<file path="src/rtl/lcd_wr_ctrl_pkg.sv">
// ----------------------------------------------------------------------------
// lcd_pkg
// Shared definitions for the HD44780-style LCD write sequencer:
//   - lcdState_e      : sequencer state encoding
//   - LCD_T_*         : default timing values in clock cycles (50 MHz)
//   - LCD_INIT_SEQ    : power-on instruction bytes, entry 0 issued first
//   - LCD_OP_*        : clear/home opcodes that need the long execution wait
//   - isClearHome()   : decides whether a byte needs the long wait
//   - maxOf()         : constant helper for sizing the shared down-counter
// Optional feature macro used by the consumers of this package: LCD_INIT_EN
// ----------------------------------------------------------------------------
package lcd_pkg;

  typedef enum logic [2:0] {
    IDLE,
    PWR,
    INIT,
    SETUP,
    PULSE,
    HOLD,
    WAIT
  } lcdState_e;

  localparam int unsigned LCD_T_AS_CYC        = 3;
  localparam int unsigned LCD_T_EN_CYC        = 12;
  localparam int unsigned LCD_T_AH_CYC        = 2;
  localparam int unsigned LCD_T_EXEC_CYC      = 2000;
  localparam int unsigned LCD_T_CLR_CYC       = 82000;
  localparam int unsigned LCD_T_PWR_CYC       = 750000;
  localparam int unsigned LCD_T_INIT_WAIT_CYC = 205000;

  localparam int unsigned LCD_INIT_LEN = 7;
  localparam logic [6:0][7:0] LCD_INIT_SEQ = {
    8'h06, 8'h01, 8'h0C, 8'h38, 8'h38, 8'h38, 8'h38
  };

  localparam logic [7:0] LCD_OP_CLEAR    = 8'h01;
  localparam logic [7:0] LCD_OP_HOME     = 8'h02;
  localparam logic [7:0] LCD_OP_HOME_ALT = 8'h03;

  // Clear display and return home are the only instructions whose
  // execution time is in the millisecond range.
  function automatic logic isClearHome(input logic rs, input logic [7:0] data);
    return !rs && ((data == LCD_OP_CLEAR) || (data == LCD_OP_HOME) ||
                   (data == LCD_OP_HOME_ALT));
  endfunction

  function automatic int unsigned maxOf(input int unsigned a, input int unsigned b);
    return (a > b) ? a : b;
  endfunction

endpackage

</file>
<file path="src/rtl/lcd_wr_ctrl_if.sv">
// ----------------------------------------------------------------------------
// lcd_wr_ctrl_if
// Valid/ready request channel from the core's LCD I/O register path into the
// LCD write sequencer.
//   i_req_vld   : request valid (master -> slave)
//   i_req_rs    : 0 = instruction, 1 = data
//   i_req_data  : byte to write
//   o_req_rdy   : sequencer can accept a byte (slave -> master)
//   o_busy      : a write sequence or execution wait is in progress
// ----------------------------------------------------------------------------
interface lcd_wr_ctrl_if;

  logic       i_req_vld;
  logic       i_req_rs;
  logic [7:0] i_req_data;
  logic       o_req_rdy;
  logic       o_busy;

  modport master (
    output i_req_vld,
    output i_req_rs,
    output i_req_data,
    input  o_req_rdy,
    input  o_busy
  );

  modport slave (
    input  i_req_vld,
    input  i_req_rs,
    input  i_req_data,
    output o_req_rdy,
    output o_busy
  );

endinterface

</file>
<file path="src/rtl/lcd_wr_ctrl_init_rom.sv">
// ----------------------------------------------------------------------------
// lcd_init_rom
// Combinational lookup of the power-on instruction sequence. Only used when
// the design is built with LCD_INIT_EN.
//   i_idx  : sequence index, 0..6
//   o_byte : instruction byte at that index (0x00 beyond the table)
// ----------------------------------------------------------------------------
module lcd_init_rom
  import lcd_pkg::*;
(
  input  logic [2:0] i_idx,
  output logic [7:0] o_byte
);

  // Out-of-range indices read as 0x00 so the lookup never selects
  // outside the packed table.
  always_comb begin
    o_byte = 8'h00;
    if (i_idx < 3'(LCD_INIT_LEN)) begin
      o_byte = LCD_INIT_SEQ[i_idx];
    end
  end

endmodule

</file>
<file path="src/rtl/lcd_wr_ctrl.sv">
// ----------------------------------------------------------------------------
// lcd_wr_ctrl
// Write sequencer for an HD44780-style character LCD. Accepts one byte per
// valid/ready handshake and plays it out as SETUP -> PULSE (EN high) -> HOLD
// -> WAIT (execution time) before accepting the next byte.
// Ports:
//   i_clk, i_rst_n : clock, asynchronous active-low reset
//   req            : request channel (lcd_wr_ctrl_if.slave)
//   o_lcd_on       : LCD power/backlight enable, always on
//   o_lcd_en       : EN strobe
//   o_lcd_rs       : register select, held from SETUP until next transfer
//   o_lcd_rw       : read/write, tied to write
//   o_lcd_data     : DB[7:0], held from SETUP until next transfer
// Configuration macro: LCD_INIT_EN - adds a power-on wait followed by the
// automatic 7-byte initialisation sequence before the first request is taken.
// ----------------------------------------------------------------------------
module lcd_wr_ctrl
  import lcd_pkg::*;
#(
  parameter int unsigned T_AS_CYC        = LCD_T_AS_CYC,
  parameter int unsigned T_EN_CYC        = LCD_T_EN_CYC,
  parameter int unsigned T_AH_CYC        = LCD_T_AH_CYC,
  parameter int unsigned T_EXEC_CYC      = LCD_T_EXEC_CYC,
  parameter int unsigned T_CLR_CYC       = LCD_T_CLR_CYC,
  parameter int unsigned T_PWR_CYC       = LCD_T_PWR_CYC,
  parameter int unsigned T_INIT_WAIT_CYC = LCD_T_INIT_WAIT_CYC
) (
  input  logic        i_clk,
  input  logic        i_rst_n,
  lcd_wr_ctrl_if.slave req,
  output logic        o_lcd_on,
  output logic        o_lcd_en,
  output logic        o_lcd_rs,
  output logic        o_lcd_rw,
  output logic [7:0]  o_lcd_data
);

  localparam int unsigned T_MAX = maxOf(maxOf(maxOf(T_AS_CYC, T_EN_CYC),
                                              maxOf(T_AH_CYC, T_EXEC_CYC)),
                                        maxOf(maxOf(T_CLR_CYC, T_PWR_CYC),
                                              T_INIT_WAIT_CYC));
  localparam int CNT_W = $clog2(T_MAX + 1);

  // A zero-length phase cannot be expressed by the load-N-1 counter scheme.
  if (T_AS_CYC == 0 || T_EN_CYC == 0 || T_AH_CYC == 0 || T_EXEC_CYC == 0 ||
      T_CLR_CYC == 0 || T_PWR_CYC == 0 || T_INIT_WAIT_CYC == 0) begin : gBadTiming
    $error("lcd_wr_ctrl: every timing parameter must be at least 1 cycle");
  end

  lcdState_e        state_q;
  logic [CNT_W-1:0] cnt_q;
  logic [CNT_W-1:0] waitLoad_d;
  logic             rdy_q;
  logic             busy_q;
  logic             en_q;
  logic             rs_q;
  logic [7:0]       data_q;

`ifdef LCD_INIT_EN
  logic       initActive_q;
  logic [2:0] initIdx_q;
  logic [7:0] romByte;

  lcd_init_rom uInitRom (
    .i_idx  (initIdx_q),
    .o_byte (romByte)
  );
`endif

  // Length of the execution wait for the byte currently on the bus. The very
  // first initialisation byte gets the extra-long 4.1 ms wait.
  always_comb begin
    waitLoad_d = CNT_W'(T_EXEC_CYC - 1);
    if (isClearHome(rs_q, data_q)) begin
      waitLoad_d = CNT_W'(T_CLR_CYC - 1);
    end
`ifdef LCD_INIT_EN
    if (initActive_q && (initIdx_q == 3'd0)) begin
      waitLoad_d = CNT_W'(T_INIT_WAIT_CYC - 1);
    end
`endif
  end

  // Sequencer. Every timed state loads cnt_q with its length minus one on
  // entry and leaves when the counter reads zero, so each state lasts exactly
  // its parameter in cycles. Ready is raised on the same edge that leaves
  // WAIT so the next handshake can land on the following edge.
  always_ff @(posedge i_clk or negedge i_rst_n) begin
    if (!i_rst_n) begin
`ifdef LCD_INIT_EN
      state_q      <= PWR;
      cnt_q        <= CNT_W'(T_PWR_CYC - 1);
      initActive_q <= 1'b1;
      initIdx_q    <= 3'd0;
`else
      state_q      <= IDLE;
      cnt_q        <= '0;
`endif
      rdy_q        <= 1'b0;
      busy_q       <= 1'b0;
      en_q         <= 1'b0;
      rs_q         <= 1'b0;
      data_q       <= 8'h00;
    end else begin
      case (state_q)
        IDLE: begin
          if (rdy_q && req.i_req_vld) begin
            state_q <= SETUP;
            cnt_q   <= CNT_W'(T_AS_CYC - 1);
            rs_q    <= req.i_req_rs;
            data_q  <= req.i_req_data;
            rdy_q   <= 1'b0;
            busy_q  <= 1'b1;
          end else begin
            rdy_q   <= 1'b1;
            busy_q  <= 1'b0;
          end
        end
`ifdef LCD_INIT_EN
        PWR: begin
          busy_q <= 1'b1;
          if (cnt_q != '0) begin
            cnt_q <= cnt_q - CNT_W'(1);
          end else begin
            state_q <= INIT;
          end
        end
        INIT: begin
          rs_q    <= 1'b0;
          data_q  <= romByte;
          state_q <= SETUP;
          cnt_q   <= CNT_W'(T_AS_CYC - 1);
        end
`endif
        SETUP: begin
          if (cnt_q != '0) begin
            cnt_q <= cnt_q - CNT_W'(1);
          end else begin
            state_q <= PULSE;
            cnt_q   <= CNT_W'(T_EN_CYC - 1);
            en_q    <= 1'b1;
          end
        end
        PULSE: begin
          if (cnt_q != '0) begin
            cnt_q <= cnt_q - CNT_W'(1);
          end else begin
            state_q <= HOLD;
            cnt_q   <= CNT_W'(T_AH_CYC - 1);
            en_q    <= 1'b0;
          end
        end
        HOLD: begin
          if (cnt_q != '0) begin
            cnt_q <= cnt_q - CNT_W'(1);
          end else begin
            state_q <= WAIT;
            cnt_q   <= waitLoad_d;
          end
        end
        WAIT: begin
          if (cnt_q != '0) begin
            cnt_q <= cnt_q - CNT_W'(1);
          end else begin
`ifdef LCD_INIT_EN
            if (initActive_q && (initIdx_q != 3'(LCD_INIT_LEN - 1))) begin
              initIdx_q <= initIdx_q + 3'd1;
              state_q   <= INIT;
            end else begin
              initActive_q <= 1'b0;
              state_q      <= IDLE;
              rdy_q        <= 1'b1;
              busy_q       <= 1'b0;
            end
`else
            state_q <= IDLE;
            rdy_q   <= 1'b1;
            busy_q  <= 1'b0;
`endif
          end
        end
        default: begin
          state_q <= IDLE;
          en_q    <= 1'b0;
        end
      endcase
    end
  end

  // Registered outputs; the LCD is powered and strictly written, never read.
  assign req.o_req_rdy = rdy_q;
  assign req.o_busy    = busy_q;
  assign o_lcd_on      = 1'b1;
  assign o_lcd_en      = en_q;
  assign o_lcd_rs      = rs_q;
  assign o_lcd_rw      = 1'b0;
  assign o_lcd_data    = data_q;

endmodule

</file>
<file path="src/flat_wrapper.sv">
// flat-port wrapper written by rule: the top's interface ports become plain ports
module lcd_wr_ctrl_flat import lcd_pkg::*;
#(
  parameter int unsigned T_AS_CYC        = LCD_T_AS_CYC,
  parameter int unsigned T_EN_CYC        = LCD_T_EN_CYC,
  parameter int unsigned T_AH_CYC        = LCD_T_AH_CYC,
  parameter int unsigned T_EXEC_CYC      = LCD_T_EXEC_CYC,
  parameter int unsigned T_CLR_CYC       = LCD_T_CLR_CYC,
  parameter int unsigned T_PWR_CYC       = LCD_T_PWR_CYC,
  parameter int unsigned T_INIT_WAIT_CYC = LCD_T_INIT_WAIT_CYC
)
  (i_clk, i_rst_n, o_lcd_on, o_lcd_en, o_lcd_rs, o_lcd_rw, o_lcd_data, req_i_req_vld, req_i_req_rs, req_i_req_data, req_o_req_rdy, req_o_busy);
  lcd_wr_ctrl_if req_i ();
  input  logic i_clk;
  input  logic i_rst_n;
  output logic o_lcd_on;
  output logic o_lcd_en;
  output logic o_lcd_rs;
  output logic o_lcd_rw;
  output logic [7:0] o_lcd_data;
  input wire logic [$bits(req_i.i_req_vld)-1:0] req_i_req_vld;
  input wire logic [$bits(req_i.i_req_rs)-1:0] req_i_req_rs;
  input wire logic [$bits(req_i.i_req_data)-1:0] req_i_req_data;
  output wire logic [$bits(req_i.o_req_rdy)-1:0] req_o_req_rdy;
  output wire logic [$bits(req_i.o_busy)-1:0] req_o_busy;
  assign req_i.i_req_vld = req_i_req_vld;
  assign req_i.i_req_rs = req_i_req_rs;
  assign req_i.i_req_data = req_i_req_data;
  assign req_o_req_rdy = req_i.o_req_rdy;
  assign req_o_busy = req_i.o_busy;
  lcd_wr_ctrl #(.T_AS_CYC(T_AS_CYC), .T_EN_CYC(T_EN_CYC), .T_AH_CYC(T_AH_CYC), .T_EXEC_CYC(T_EXEC_CYC), .T_CLR_CYC(T_CLR_CYC), .T_PWR_CYC(T_PWR_CYC), .T_INIT_WAIT_CYC(T_INIT_WAIT_CYC)) u_core (.i_clk(i_clk), .i_rst_n(i_rst_n), .req(req_i), .o_lcd_on(o_lcd_on), .o_lcd_en(o_lcd_en), .o_lcd_rs(o_lcd_rs), .o_lcd_rw(o_lcd_rw), .o_lcd_data(o_lcd_data));
endmodule
</file>
<file path="config.mk">
export PLATFORM = sky130hd
export DESIGN_NAME = lcd_wr_ctrl_flat
export DESIGN_NICKNAME = d
export VERILOG_FILES = /design/src/rtl/lcd_wr_ctrl_pkg.sv /design/src/rtl/lcd_wr_ctrl_if.sv /design/src/rtl/lcd_wr_ctrl_init_rom.sv /design/src/rtl/lcd_wr_ctrl.sv /design/src/flat_wrapper.sv
export SDC_FILE = /design/constraint.sdc
export NUM_CORES = 1
export LEC_CHECK = 0
export BUFFER_PORTS_ARGS = -buffer_cell sky130_fd_sc_hd__buf_2
export CAP_MARGIN = 20
export CORE_AREA = 2 2 64 66
export CTS_CLUSTER_SIZE = 25
export DETAILED_ROUTE_END_ITERATION = 8
export DIE_AREA = 0 0 66 68
export GPL_TIMING_DRIVEN = 1
export HOLD_SLACK_MARGIN = 0.1
export PLACE_DENSITY = 0.78
export SLEW_MARGIN = 20
export SYNTH_ARGS = -nofsm -noshare
export SYNTH_HDL_FRONTEND = slang
export SYNTH_SLANG_ARGS = --single-unit
export TNS_END_PERCENT = 1
</file>
<file path="constraint.sdc">
create_clock -name i_clk -period 2.5 [get_ports i_clk]
set_clock_uncertainty 0.1 [all_clocks]
set_input_delay 0.375 -clock i_clk [delete_from_list [all_inputs] [get_ports i_clk]]
set_output_delay 0.375 -clock i_clk [all_outputs]
set_load 0.01 [all_outputs]
</file>
==> flow_summary.ini, run 1 <==
[outcome]
status = complete, no violations

[floorplan]
core-area_sq_um = 3856
die_w_microns = 66
rows = 23
pin_count = 26
dieHeight_microns = 68
floorplan.initialDensity_pct = 55.81
dieArea_sq_um = 4488

[min_path]
hold_class = in2reg

[synth]
synthSimpleGateAreaFrac_pct = 29.59
synth_xor_area_share_pct = 2.035
ys_ff_latch = 35
ys_seq_area_share_pct = 40.70
synthAdderAreaFrac_pct = 1.163
synth_top_family_by_area = simple AND/OR/NAND/NOR gates
synthMuxAreaShare_pct = 0
syn-cell-area_sq_um = 2152
synth_compound_area_share_pct = 21.05
synthArstFlopShare_pct = 100.0
synth-main-ff-cell = dfrtp_1
yosysWarnings = 0
syn_inst = 249
synth_edf_count = 0
ys_types = 54
syn_avg_cell_area_sq_um = 8.643
syn_nets = 263

[power_and_ir_drop]
p_per_area_nw_per_um2 = 1272
p_leak_nw = 1.099
ir_drop_mv = 0.7812

[finish]
fillers = 340
final_cell_mix = nand2_1, dfrtp_1, buf_2
drive_gt1_share_pct = 19.78
final_cells = 328
fin_nets = 291
final_cell_area_sq_um = 2454
areaGrowthSynthToFinish_pct = 14.01
antenna_cells = 0
mostFrequentLayoutCell = nand2_1

[cts]
post_cts_buffers = 0
h-tree-depth = 2
clkLatencyLatePin_ns = 0.30
clockRootBuffer = clkbuf_8
clk_pin_slew_ns = 0.08
cts_made_buffers = 5
cts_tree = done
clockBufferDepth = 2
cts.sinks = 35

[sta]
final_max_slew_viol_count = 0
rsz0062_at_grt = false
max_slew_margin_pct = 48.16
timing.final.crit_share_pct = 94.21
setup_violations = 0
holdWs_ns = 0.1609
fmax_mhz = 424.6
hold_violations = 0
tightestPinTransition_ns = 0.7775
fin_crit_ns = 2.355

[worst_setup_path]
crit_chain = inv_1 > ha_1 > nor4b_2 > and4_2 > a21o_1 > buf_4 > or4_1 > a21oi_1
crit_path_max_incr_delay_ns = 0.47
path_delay_family = simple AND/OR/NAND/NOR gates
path_class = reg2reg
end_kind = register
path_buf_inv = 2
worstPathMaxFanout = 14
crit_path_start_kind = register
cp.required_ns = 2.63
cp_slowest_cell = or4_1
cp.arrival_ns = 2.48

[place]
dp.cells = 319
place.gp.congestion = 0.9012
placed_cell_area_sq_um = 2336
port_buffers = 23
dp_hpwl_mm = 3.580

[detailed_routing]
wire_per_inst_microns = 15.34
drt_iter0_markers = 205
wl_mm = 5.031
first_pass_iters = 4
drc = 0
vias = 1988
detail_route.vias_per_cell = 6.061
ant_nets = 0

[grt]
grt_pass1_wl_mm = 8.280
overflow = 0
grt_use_total_pct = 24.65
grt_max_degree = 36
antenna_found_initial = 0
first_global_vias = 1745

[run]
cap_violations = 0
-- worst min-delay path, stage by stage --
cell and delay, ns:
buf_2 0.07, nand2_1 0.04, nand2_1 0.04
-- path summary, 6_finish.rpt --
check	from	endpoint	slack (ns)	depth (start not counted)
worst max-delay path	u_core.cnt_q[0]	u_core.cnt_q[12]	0.14	8
worst min-delay path	req_i_req_data[7]	u_core.o_lcd_data[7]	0.16	3
worst max register to register	u_core.cnt_q[0]	u_core.cnt_q[12]	0.14	8
worst min register to register	u_core.o_lcd_data[4]	u_core.o_lcd_data[4]	0.40	2
max in group asynchronous	i_rst_n	u_core.o_lcd_data[5]	1.22	2
min in group asynchronous	i_rst_n	u_core.cnt_q[13]	0.59	2
-- what timing repair did --
item                                    CTS  global route
resized for setup                         1             3
hold buffers                              1             0
endpoints found under the setup margin    1            24
cloned                                    0             0
endpoints found under the hold margin    35             0
-- routing by layer --
layer | vias up | track usage, % | share of wire (%)
li1 | 964 | - | -
met1 | 949 | 32.92 | 44
met2 | 68 | 39.65 | 48
met3 | 7 | 5.757 | 6.2
met4 | 0 | 8.418 | 1.2
met5 | - | 0 | 0
-- metrics by stage --
step / power, W / utilization (%) / TNS, ns / setup WS (ns)
after CTS: 0.003067 / 63.27 / 0 / 0.04200
after detailed placement: 0.002633 / 60.58 / 0 / 0.01680
after global routing: 0.003353 / 63.63 / 0 / 0.005493
after floorplan: 0.002154 / - / 0 / 0.2940
final: 0.003121 / 63.63 / 0 / 0.1448
after global placement: 0.002604 / 60.58 / -0.05447 / -0.02027
-- sequential cells by signal (all words and copies together) (netlist names) --
name / flops
u_core.o_lcd_data: 8
u_core.req.o_busy: 1
u_core.o_lcd_rs: 1
u_core.req.o_req_rdy: 1
u_core.o_lcd_en: 1
u_core.cnt_q: 20
u_core.state_q: 3
-- cells by family (layout without fill, tap and decap cells) --
logic type	Yosys count	count (layout)
AND/OR/NAND/NOR	114	114
AO/OA/AOI/OAI	69	69
flip-flops	35	35
buffers and inverters	22	51
XOR/XNOR	5	5
adder cells (fa/ha/maj)	2	2
other	2	2
-- power by group --
| group | switching, W | internal, W |
|---|---|---|
| combinational | 0.000988 | 0.000661 |
| clock | 0.000234 | 0.000199 |
| sequential | 0.000261 | 0.000777 |
| total | 0.00148 | 0.00164 |
-- synthesized netlist by cell type, drive strengths merged, types with 3 or more instances --
cell     n  area [sq um]
o21ai   14         70.07
or2      3         18.77
nor4     4         31.28
a21oi   18         90.09
clkbuf   8         30.03
o41ai    3         26.28
o31ai    5         37.54
nor2    13         48.80
a21o     3         22.52
inv      7         26.28
dfrtp   35         875.8
nand4b   3         26.28
nand2b   4         25.02
and2     4         25.02
buf      7         53.80
or4      7         52.55
nand2   40         150.1
nor3    13         87.58
o211ai   6         45.04
nor2b    4         25.02
xnor2    4         35.03
nand3    5         25.02
or3      4         30.03
-- area by class of cell --
type | count | area [sq um] | share of cell area (%)
multi-input combinational | 192 | 1181 | 48.14
sequential | 35 | 875.8 | 35.70
timing repair buffer | 36 | 215.2 | 8.771
clock buffer | 5 | 68.82 | 2.805
tap | 50 | 62.56 | 2.550
inverter | 7 | 26.28 | 1.071
clock inverter | 3 | 23.77 | 0.9689
(Power assumes the default switching activity.)
==> run 2: changes to the inputs <==
--- a/config.mk
+++ b/config.mk
@@ -8,11 +8,11 @@
 export BUFFER_PORTS_ARGS = -buffer_cell sky130_fd_sc_hd__buf_2
 export CAP_MARGIN = 20
-export CORE_AREA = 2 2 64 66
+export CORE_AREA = 2 2 68 70
 export CTS_CLUSTER_SIZE = 25
 export DETAILED_ROUTE_END_ITERATION = 8
-export DIE_AREA = 0 0 66 68
+export DIE_AREA = 0 0 70 72
 export GPL_TIMING_DRIVEN = 1
 export HOLD_SLACK_MARGIN = 0.1
-export PLACE_DENSITY = 0.78
+export PLACE_DENSITY = 0.73
 export SLEW_MARGIN = 20
 export SYNTH_ARGS = -nofsm -noshare
==> constraint.sdc (replaced) <==
create_clock -name i_clk -period 2.15 [get_ports i_clk]
set_clock_uncertainty 0.1 [all_clocks]
set_input_delay 0.3225 -clock i_clk [delete_from_list [all_inputs] [get_ports i_clk]]
set_output_delay 0.3225 -clock i_clk [all_outputs]
set_load 0.1 [all_outputs]
==> run 2 against run 1 <==
- the flow now finishes with violations (negative setup slack)
- die area rose by 12%
- count of clock-buffer cells in the layout did not move
- sequential share of layout area fell by 4.3 points
- global-route usage fell by 0.98 points
- core utilization rose by 1.8 points
- critical path depth fell by 1
- flip-flop and latch count did not move
- setup slack got worse by 0.22 ns
- routed wire length rose by 14%
- first-iteration DRC count fell by 14%
- critical path type unchanged
==> flow_summary.ini, run 2 (same netlist as run 1, synthesis figures left out) <==
[worst_setup_path]
worstPathMaxFanout = 5
cp_slowest_cell = dfrtp_1
cp.required_ns = 2.28
crit_path_max_incr_delay_ns = 0.43
end_kind = register
crit_path_start_kind = register
path_class = reg2reg
crit_chain = inv_2 > ha_4 > or3b_4 > nor3_4 > nand2b_1 > or4_4 > a21oi_2
cp.arrival_ns = 2.35

[floorplan]
dieArea_sq_um = 5040
die_w_microns = 70
dieHeight_microns = 72
rows = 24
pin_count = 26
floorplan.initialDensity_pct = 50.47
core-area_sq_um = 4264

[place]
dp.cells = 348
port_buffers = 23
dp_hpwl_mm = 4.077
place.gp.congestion = 0.9312
placed_cell_area_sq_um = 2542

[finish]
final_cells = 362
fin_nets = 323
largest-register = u_core.cnt_q
mostFrequentLayoutCell = buf_4
areaGrowthSynthToFinish_pct = 29.65
multi_input_comb_area_sq_um = 1265
drive_gt1_share_pct = 34.19
largest_reg_flops = 20
final_cell_area_sq_um = 2790
seqCellArea_sq_um = 877.1
antenna_cells = 0
fillers = 357
final_cell_mix = buf_4, nand2_1, dfrtp_1

[sta]
holdWs_ns = 0.1115
final_max_slew_viol_count = 0
fin_ws_ns = -0.07193
rsz0062_at_grt = true
setup_violations = 5
timing.final.crit_share_pct = 103.3
hold_violations = 0
fmax_mhz = 450.1
fin_crit_ns = 2.222

[grt]
first_global_vias = 1980
grt_max_degree = 23
overflow = 0
grt_pass1_wl_mm = 9.425
antenna_found_initial = 0
grt_use_total_pct = 23.66

[detailed_routing]
vias = 2138
drt_iter0_markers = 177
wire_per_inst_microns = 15.87
detail_route.vias_per_cell = 5.906
first_pass_iters = 4
wl_mm = 5.744
drc = 0
ant_nets = 0

[cts]
cts.sinks = 35
clkLatencyLatePin_ns = 0.30
h-tree-depth = 2
clk_pin_slew_ns = 0.08
clockRootBuffer = clkbuf_8
cts_made_buffers = 5
cts_tree = done
clockBufferDepth = 2

[run]
cap_violations = 0

[outcome]
violations = negative setup slack
status = finished, violations left

[min_path]
hold_class = in2reg
[run 2: timing repair]
| action | in CTS | in global routing |
|---|---|---|
| hold buffers | 1 | 0 |
| endpoints found under the setup margin | 14 | 25 |
| pin swaps | 2 | 7 |
| hold endpoints to repair | 20 | 0 |
| resized for setup | 7 | 22 |
| buffers inserted | 0 | 5 |
[run 2: cell type report]
class / instances / share of cell area [%]
clock buffers: 5 / 2.466
clock inverters: 3 / 0.8969
inverters: 7 / 0.9417
multi-input cells: 192 / 45.34
flip-flops and latches: 35 / 31.43
well taps: 52 / 2.332
repair buffers: 68 / 16.59
[run 2: worst max-delay path, delay by kind of cell, from the launching register on]
| kind | cells | cell delay, ns |
|---|---|---|
| adder cells (fa/ha/maj) | 1 | 0.15 |
| flip-flops | 1 | 0.43 |
| AO/OA/AOI/OAI | 1 | 0.14 |
| AND/OR/NAND/NOR | 4 | 1.22 |
| buffers and inverters | 1 | 0.12 |
[run 2: path summary, 6_finish.rpt]
path / slack (ns) / cells past startpoint / to / start
max: -0.07 / 7 / u_core.cnt_q[12] / u_core.cnt_q[0]
min: 0.11 / 3 / u_core.o_lcd_rs / req_i_req_rs
max reg2reg: -0.07 / 7 / u_core.cnt_q[12] / u_core.cnt_q[0]
min reg2reg: 0.41 / 2 / u_core.o_lcd_data[2] / u_core.o_lcd_data[2]
max in group asynchronous: 1.02 / 3 / u_core.cnt_q[17] / i_rst_n
min in group asynchronous: 0.42 / 2 / u_core.cnt_q[11] / i_rst_n
[run 2: layer usage]
metal  global-route usage [%]  wire length [microns]
met5                        0                      0
met4                    7.479                    110
met3                    5.417                    296
met2                    39.15                   2803
met1                    31.19                   2534
[run 2: stage by stage]
step / util [%] / TNS, ns / worst slack [ns]
after floorplan: - / -0.009951 / -0.009951
after global placement: 59.62 / -0.002680 / -0.002680
after detailed placement: 59.62 / -0.1877 / -0.06355
after CTS: 62.62 / -0.05920 / -0.03227
after global routing: 65.43 / -0.9402 / -0.1284
final: 65.43 / -0.1590 / -0.07193
Power of run 2 is not shown: default switching activity piles up to over one toggle a cycle in this logic, so the estimate is an artifact.
